$ cat config.mk
export PLATFORM = sky130hd
export DESIGN_NAME = imem_loader
export DESIGN_NICKNAME = d
export VERILOG_FILES = /design/src/rtl/imem_loader_pkg.sv /design/src/rtl/imem_loader_byte_packer.sv /design/src/rtl/imem_loader.sv
export SDC_FILE = /design/constraint.sdc
export NUM_CORES = 1
export LEC_CHECK = 0
export CAP_MARGIN = 5
export CORE_UTILIZATION = 39
export DETAILED_ROUTE_END_ITERATION = 10
export PLACE_DENSITY = 0.68
export SLEW_MARGIN = 10
export SYNTH_ARGS = -nofsm -noshare
export SYNTH_HDL_FRONTEND = slang
export SYNTH_SLANG_ARGS = --single-unit
$ cat constraint.sdc
create_clock -name clock -period 7.5 [get_ports clock]
set_input_delay 0.75 -clock clock [delete_from_list [all_inputs] [get_ports clock]]
set_output_delay 0.75 -clock clock [all_outputs]
set_load 0.02 [all_outputs]
$ cat src/rtl/imem_loader_pkg.sv
// Shared definitions for the instruction-memory program loader: default
// geometry and the loader state encoding.
package imem_loader_pkg;

   localparam int DEF_ADDR_WIDTH = 6;
   localparam int DEF_NUM_WORDS  = 64;
   localparam int DEF_XLEN       = 32;
   localparam int BYTES_PER_WORD = 4;

   typedef enum logic [1:0] {
      LD_IDLE  = 2'd0,
      LD_RECV  = 2'd1,
      LD_WRITE = 2'd2,
      LD_DONE  = 2'd3
   } ld_state_t;

endpackage

$ cat src/rtl/imem_loader_byte_packer.sv
// Collects four stream bytes little-endian into one instruction word; the
// word output already includes the byte being accepted this cycle.
module imem_loader_byte_packer
   import imem_loader_pkg::*;
#(
   parameter int XLEN = DEF_XLEN
) (
   input  logic            clock,
   input  logic            reset,
   input  logic            clear,
   input  logic            accept,
   input  logic [7:0]      byte_data,
   output logic            word_full,
   output logic [XLEN-1:0] word
);

   logic [1:0]      byte_cnt;
   logic [XLEN-1:0] word_q;

   // Insert the incoming byte into its lane so the fourth accept yields the complete word.
   always_comb begin
      word = word_q;
      for (int k = 0; k < BYTES_PER_WORD; k++) begin
         if (accept && (byte_cnt == 2'(k))) begin
            word[8*k +: 8] = byte_data;
         end
      end
      word_full = accept && (byte_cnt == 2'(BYTES_PER_WORD - 1));
   end

   always_ff @(posedge clock or posedge reset) begin
      if (reset) begin
         byte_cnt <= '0;
         word_q   <= '0;
      end else if (clear) begin
         byte_cnt <= '0;
         word_q   <= '0;
      end else if (accept) begin
         byte_cnt <= byte_cnt + 2'd1;
         word_q   <= word;
      end
   end

endmodule

$ cat src/rtl/imem_loader.sv
// Program loader: packs a byte stream into words, writes them to instruction
// memory from address 0 and holds the core in reset until the load completes.
module imem_loader
   import imem_loader_pkg::*;
#(
   parameter int ADDR_WIDTH = DEF_ADDR_WIDTH,
   parameter int NUM_WORDS  = DEF_NUM_WORDS,
   parameter int XLEN       = DEF_XLEN
) (
   input  logic                  clock,
   input  logic                  reset,
   input  logic                  start,
   input  logic [ADDR_WIDTH:0]   word_count,
   input  logic                  byte_valid,
   input  logic [7:0]            byte_data,
   output logic                  byte_ready,
   output logic                  mem_we,
   output logic [ADDR_WIDTH-1:0] mem_addr,
   output logic [XLEN-1:0]       mem_wdata,
   output logic                  cpu_reset,
   output logic                  busy,
   output logic                  done,
   output logic                  err_clamp
);

   localparam int CW = ADDR_WIDTH + 1;
   localparam logic [CW-1:0] MAX_COUNT = CW'(NUM_WORDS);

   ld_state_t       state;
   logic [CW-1:0]   count;
   logic [CW-1:0]   index;
   logic            start_accept;
   logic            accept;
   logic            packer_clear;
   logic            clamp;
   logic [CW-1:0]   eff_count;
   logic            word_full;
   logic [XLEN-1:0] word;

   always_comb begin
      start_accept = start && ((state == LD_IDLE) || (state == LD_DONE));
      accept       = byte_valid && byte_ready && (state == LD_RECV);
      packer_clear = (state == LD_WRITE) || start_accept;
      clamp        = word_count > MAX_COUNT;
      eff_count    = clamp ? MAX_COUNT : word_count;
   end

   imem_loader_byte_packer #(
      .XLEN (XLEN)
   ) u_packer (
      .clock     (clock),
      .reset     (reset),
      .clear     (packer_clear),
      .accept    (accept),
      .byte_data (byte_data),
      .word_full (word_full),
      .word      (word)
   );

   // A zero-length load skips straight to DONE so the core is released without any writes.
   always_ff @(posedge clock or posedge reset) begin
      if (reset) begin
         state      <= LD_IDLE;
         count      <= '0;
         index      <= '0;
         byte_ready <= 1'b0;
         mem_we     <= 1'b0;
         mem_addr   <= '0;
         mem_wdata  <= '0;
         cpu_reset  <= 1'b1;
         busy       <= 1'b0;
         done       <= 1'b0;
         err_clamp  <= 1'b0;
      end else begin
         case (state)
            LD_IDLE, LD_DONE: begin
               if (start_accept) begin
                  count     <= eff_count;
                  index     <= '0;
                  err_clamp <= clamp;
                  if (eff_count == '0) begin
                     state      <= LD_DONE;
                     done       <= 1'b1;
                     cpu_reset  <= 1'b0;
                     busy       <= 1'b0;
                     byte_ready <= 1'b0;
                  end else begin
                     state      <= LD_RECV;
                     done       <= 1'b0;
                     cpu_reset  <= 1'b1;
                     busy       <= 1'b1;
                     byte_ready <= 1'b1;
                  end
               end
            end
            LD_RECV: begin
               if (word_full) begin
                  state      <= LD_WRITE;
                  byte_ready <= 1'b0;
                  mem_we     <= 1'b1;
                  mem_addr   <= index[ADDR_WIDTH-1:0];
                  mem_wdata  <= word;
               end
            end
            LD_WRITE: begin
               mem_we <= 1'b0;
               index  <= index + 1'b1;
               if (index == count - 1'b1) begin
                  state     <= LD_DONE;
                  done      <= 1'b1;
                  cpu_reset <= 1'b0;
                  busy      <= 1'b0;
               end else begin
                  state      <= LD_RECV;
                  byte_ready <= 1'b1;
               end
            end
            default: begin
               state <= LD_IDLE;
            end
         endcase
      end
   end

endmodule
Yosys cells after proc, flatten, opt, wreduce, memory -nomap -nowiden
Cells that the tools add are included.
{"block": "totals", "reg_bits": 94, "input_bits": 19, "out_inout_bits": 44, "word_cells": 80}
{"block": "op_classes", "add_sub_neg": 3, "magnitude_cmp": 1, "eq_ne": 11, "mux": 29, "n_reduce_logical": 23}
{"cell": "32-bit 2-to-1 mux", "n": 2}
{"cell": "8-bit 2-to-1 mux", "n": 4}
{"cell": "7-bit 2-to-1 mux", "n": 2}
{"cell": "7-bit case mux with 2 select lines", "n": 1}
{"cell": "2-bit 2-to-1 mux", "n": 6}
{"cell": "2-bit AND reduction", "n": 5}
{"cell": "1-bit 2-to-1 mux", "n": 9}
{"cell": "2-bit equality test (second input constant)", "n": 4}
{"cell": "7-bit by 1-bit adder with 7-bit output (second input constant)", "n": 1}
{"cell": "7-bit equality test", "n": 1}
{"cell": "7-bit greater-than comparator (second input constant)", "n": 1}
{"cell": "1-bit logical AND", "n": 7}
{"cell": "7-bit zero test", "n": 1}
{"cell": "7-bit by 1-bit subtractor with 7-bit output (second input constant)", "n": 1}
{"cell": "1-bit case mux with 2 select lines", "n": 3}
{"cell": "2-bit case mux with 3 select lines", "n": 1}
{"cell": "3-bit AND reduction", "n": 2}
{"cell": "2-bit nonzero test", "n": 3}
{"cell": "2-bit by 1-bit equality test with 1-bit output (second input constant)", "n": 2}
{"cell": "2-bit zero test", "n": 2}
{"cell": "2-bit by 1-bit inequality test with 1-bit output (second input constant)", "n": 2}
{"cell": "2-bit inequality test (second input constant)", "n": 2}
{"cell": "1-bit case mux with 3 select lines", "n": 1}
{"cell": "2-bit by 1-bit adder with 2-bit output (second input constant)", "n": 1}
{"cell": "2 further kinds", "n": 3}

Logic depth before layout (Yosys ltp)
{"block": "depth", "depth_word": 6, "ltp_mapped": 8, "ltp_nobuf": 7}

Hierarchy
From an unflattened synthesis, not the netlist that was laid out.
{"block": "unflattened", "cells_unflattened": 391, "hier_area_um2": 4757.1}
{"mod": "imem_loader", "n_inst": 1, "cells_each": 228, "area_each_um2": 2696.3, "seq_area_each_um2": 1502.7}
{"mod": "imem_loader_byte_packer", "n_inst": 1, "cells_each": 163, "area_each_um2": 2060.7, "seq_area_each_um2": 850.8}

Least setup slack after synthesis
No wires, ideal clock.
{"block": "synth_path", "path_type": "input port to flip-flop", "startpoint": "in word_count[0]", "endpoint": "reg state[1]", "setup_ns": 0.067, "t_arrival_ns": 1.904, "required_ns": 7.433, "path_slack_ns": 5.529, "cell_stages": 5, "path_buffers": 0, "path_cell_list": "or4_1 -> nor4_2 -> nand2_1 -> a31oi_1 -> a41o_1"}
{"block": "synth_via", "elab_chain_len": 6}
{"item": "start: declaration", "line_no": "imem_loader.sv:13", "text": "input logic [ADDR_WIDTH:0] word_count,"}
{"item": "7-bit greater-than comparator", "line_no": "imem_loader.sv:44", "text": "clamp = word_count > MAX_COUNT;"}
{"item": "7-bit 2-to-1 mux (*)", "line_no": "imem_loader.sv:45", "text": "eff_count = clamp ? MAX_COUNT : word_count;"}
{"item": "7-bit zero test (*)", "line_no": "imem_loader.sv:81", "text": "if (eff_count == '0) begin"}
{"item": "2-bit 2-to-1 mux (*)", "line_no": "imem_loader.sv:81"}
{"item": "2-bit 2-to-1 mux (*)", "line_no": "imem_loader.sv:77", "text": "if (start_accept) begin"}
{"item": "2-bit case mux with 3 select lines (*)", "line_no": "imem_loader.sv:75", "text": "case (state)"}
{"item": "end signal: assignment", "line_no": "imem_loader.sv:82", "text": "state <= LD_DONE;"}
{"item": "end signal: assignment", "line_no": "imem_loader.sv:88", "text": "state <= LD_RECV;"}
{"item": "end signal: assignment", "line_no": "imem_loader.sv:98", "text": "state <= LD_WRITE;"}
{"item": "end: declaration", "line_no": "imem_loader.sv:29", "text": "ld_state_t state;"}
Mark *: on every way between the ends. The rest lies on a longest branch, timed or not. The select of a mux whose other input is x is not followed.
A chain may end at the register's enable or synchronous reset.

Worst setup path after layout
{"block": "layout_path", "startpoint": "in byte_valid", "endpoint": "reg mem_wdata[7]"}
{"block": "layout_via", "elab_chain_len": 4, "word_cells_on_any_way": 6, "classes_between": "mux (1); reduce/logical (5)"}
{"item": "start: declaration", "line_no": "imem_loader.sv:14", "text": "input logic byte_valid,"}
{"item": "1-bit logical AND (*) (2 in a row)", "line_no": "imem_loader.sv:42", "text": "accept = byte_valid && byte_ready && (state == LD_RECV);"}
{"item": "1-bit logical AND, on equally long branches", "line_no": "imem_loader_byte_packer.sv:24, imem_loader_byte_packer.sv:28"}
{"item": "8-bit 2-to-1 mux / 2-bit AND reduction (equally long branches)"}
{"item": "end signal: assignment", "line_no": "imem_loader.sv:102", "text": "mem_wdata <= word;"}
{"item": "end: declaration", "line_no": "imem_loader.sv:19", "text": "output logic [XLEN-1:0] mem_wdata,"}
Mark *: on every way between the ends. The rest lies on a longest branch, timed or not.

==> results_dict.tcl <==
set metrics [dict create \
    area_share_of_the_leading_cell_type_in_the_synthesized_netlist_pct 55.14 \
    drc 0 \
    fp.coreArea_um2 9415 \
    routed-via-count 2822 \
    worst_ir_drop_vdd_v 0.0002053 \
    postCtsSetupBuffers 0 \
    post_cts_hold_buffer_count 0 \
    top_level_i_o_count 63 \
    die-height_um 101.5 \
    cts.clk_slew.worst_paths_ps 90 \
    antenna-diode-count 0 \
    worst_slew_margin_rel_pct 28.75 \
    critical_path.startpoint_type "input pin" \
    synth_cell_type_count 45 \
    hold_path.class "reg2reg" \
    later_pin_clock_latency_in_the_skew_report_ps 350 \
    hold_violations 0 \
    fin_crit_sh_pct 31.77 \
    register_area_share_after_synthesis_pct 55.82 \
    post_synth_edffs 0 \
    drt-vias-per-instance 4.916 \
    ys_ff_latch 86 \
    cts_buffer_depth 2 \
    worst-path-max-fanout 62 \
    ys_top_cells_by_area "dfrtp_1, nand2_1, mux2i_1" \
    synth_top_cells_by_count "nand2_1, dfrtp_1, nor2_1" \
    grt_max_degree 87 \
    start_util_pct 40.97 \
    fin_setup_tns_ps 0 \
    gp_congestion 0.7444 \
    grt_util_all_layers_pct 16.86 \
    yosysTopAreaCell "dfrtp_1" \
    worst_slew_pin_slew_ps 1069 \
    fillCellCount 909 \
    grt_setup_unrepaired "no" \
    grt_antenna_before_repair 0 \
    post-dp-hpwl_um 5385 \
    report.final.slew_viol_count 0 \
    layout.nets 468 \
    synth_fp_nets 413 \
    number_of_gates_resized_after_cts 0 \
    grt-ovfl-total 0 \
    cts_made_buffers 9 \
    route.final.wire_length_um 7780 \
    seq_area_um2 2153 \
    cts.sinks 86 \
    cts_htree_levels 3 \
    min_period_ps 2383 \
    drt_iter0_drc 102 \
    maxCapViolCount 0 \
    drive_gt1_share_pct 6.067 \
    final.hold.worst_slack_ps 478.1 \
    cp.arrival_ps 2590 \
    syn2layout_area_growth_pct 23.48 \
    drtAntennaViolNets 0 \
    finish.utilization_pct 50.59 \
    post-synth-top-count-cell "nand2_1" \
    netlist_area_um2 3857 \
    finClkSkew_ps 12.53 \
    tritoncts "done" \
    routedWlPerCell_um 13.55 \
    setup_viol_count_final 0 \
    clock-root-buffer "clkbuf_8" \
    synth_top_flop_cell "dfrtp_1" \
    io_buffers 62 \
    synthCells 385 \
    crit_type "in2reg" \
    outcome "finished clean" \
    power_density_nw_per_um2 307.1 \
    multi_input_comb_area_um2 1592 \
    rows 35 \
    synthesis.area_per_instance_um2 10.02 \
    fp.dieArea_um2 10290 \
    drt_first_pass_iters 4 \
    first_pass_grt_wire_length_um 13380 \
    leakage_nw 2.288 \
    die_x_extent_um 101.5 \
    achievable-frequency_mhz 419.7 \
    worst-endpoint-required_ps 7700 \
    vias_in_the_first_global_route 2758 \
    post_synth_arst_share_pct 100.0 \
    yosys_warnings 0 \
    cp-end-kind "flip-flop" \
]
[power breakdown]
part,internal [W],leakage [nW],switching [W]
combinational,0.000220,1.03,0.000316
clock,0.000135,0.0914,0.000172
sequential,0.000552,1.17,0.0000687
[worst max-delay path: stages]
cell             delay, ps
clkdlybuf4s50_1        480
and3_1                 320
nand2_2                630
nand2_1                270
o21ai_1                 90
[flip-flops by register name, indices dropped and copies added (netlist names), 2 cells and up]
signal	count
mem_wdata	32
count	7
u_packer.word_q	24
index	7
state	2
mem_addr	6
u_packer.byte_cnt	2
[worst paths after layout]
kind                                from             endpoint  slack (ps)  cells past startpoint
hold reg to reg            mem_wdata[30]        mem_wdata[30]         480                      2
setup reg to reg                state[0]  u_packer.word_q[12]        5160                      5
setup / recovery              byte_valid         mem_wdata[7]        5120                      5
hold / removal             mem_wdata[30]        mem_wdata[30]         480                      2
max in group asynchronous          reset          mem_addr[4]        5760                      3
min in group asynchronous          reset                 busy        1030                      3
[metal layers]
layer | track usage (%) | wire length [um] | up-vias
li1 | - | - | 1394
met1 | 22.90 | 3685 | 1350
met2 | 27.52 | 3715 | 72
met3 | 3.658 | 336 | 6
met4 | 4.348 | 44 | 0
met5 | 0 | 0 | -
[stage by stage]
stage               power, W  instances  cell area (um2)  setup WS [ps]
CTS                 0.001483        574             4763           5096
floorplan           0.001019        385             3857           4530
detailed placement  0.001171        558             4573           4701
global placement    0.001152        558             4573           4769
finish              0.001463        574             4763           5117
global route        0.001579        574             4763           4876
[final cells by class]
| class | instances | share of cell area, % |
|---|---|---|
| clock buffer | 10 | 2.889 |
| clock inverter | 6 | 1.103 |
| inverter | 10 | 0.8143 |
| multi-input combinational | 270 | 33.41 |
| sequential | 86 | 45.21 |
| tap | 129 | 3.388 |
| timing repair buffer | 63 | 13.19 |
[kinds of logic (layout without fill, tap and decap cells)]
family | after synthesis | in the layout | synth area share [%]
xor+xnor | 13 | 13 | 2.952
fa+ha+maj | 9 | 9 | 2.919
flops | 86 | 86 | 55.82
mux | 28 | 28 | 7.298
simple gates | 156 | 156 | 17.55
buf+inv | 29 | 89 | 2.984
compound gates | 64 | 64 | 10.48
[layout by cell type, fill, tap and decap left out, types with 3 or more instances in the layout]
| master | count |
|---|---|
| a21oi_1 | 4 |
| a31oi_1 | 3 |
| clkbuf_8 | 10 |
| clkdlybuf4s50_1 | 62 |
| dfrtp_1 | 85 |
| ha_1 | 9 |
| inv_1 | 8 |
| mux2i_1 | 27 |
| nand2_1 | 90 |
| nand2b_1 | 12 |
| nand3_1 | 5 |
| nor2_1 | 35 |
| o211ai_1 | 4 |
| o21ai_0 | 14 |
| o21ai_1 | 24 |
| o31ai_1 | 3 |
| xnor2_1 | 7 |
| xor2_1 | 6 |
Note: power is estimated with default switching activity, not from simulation.
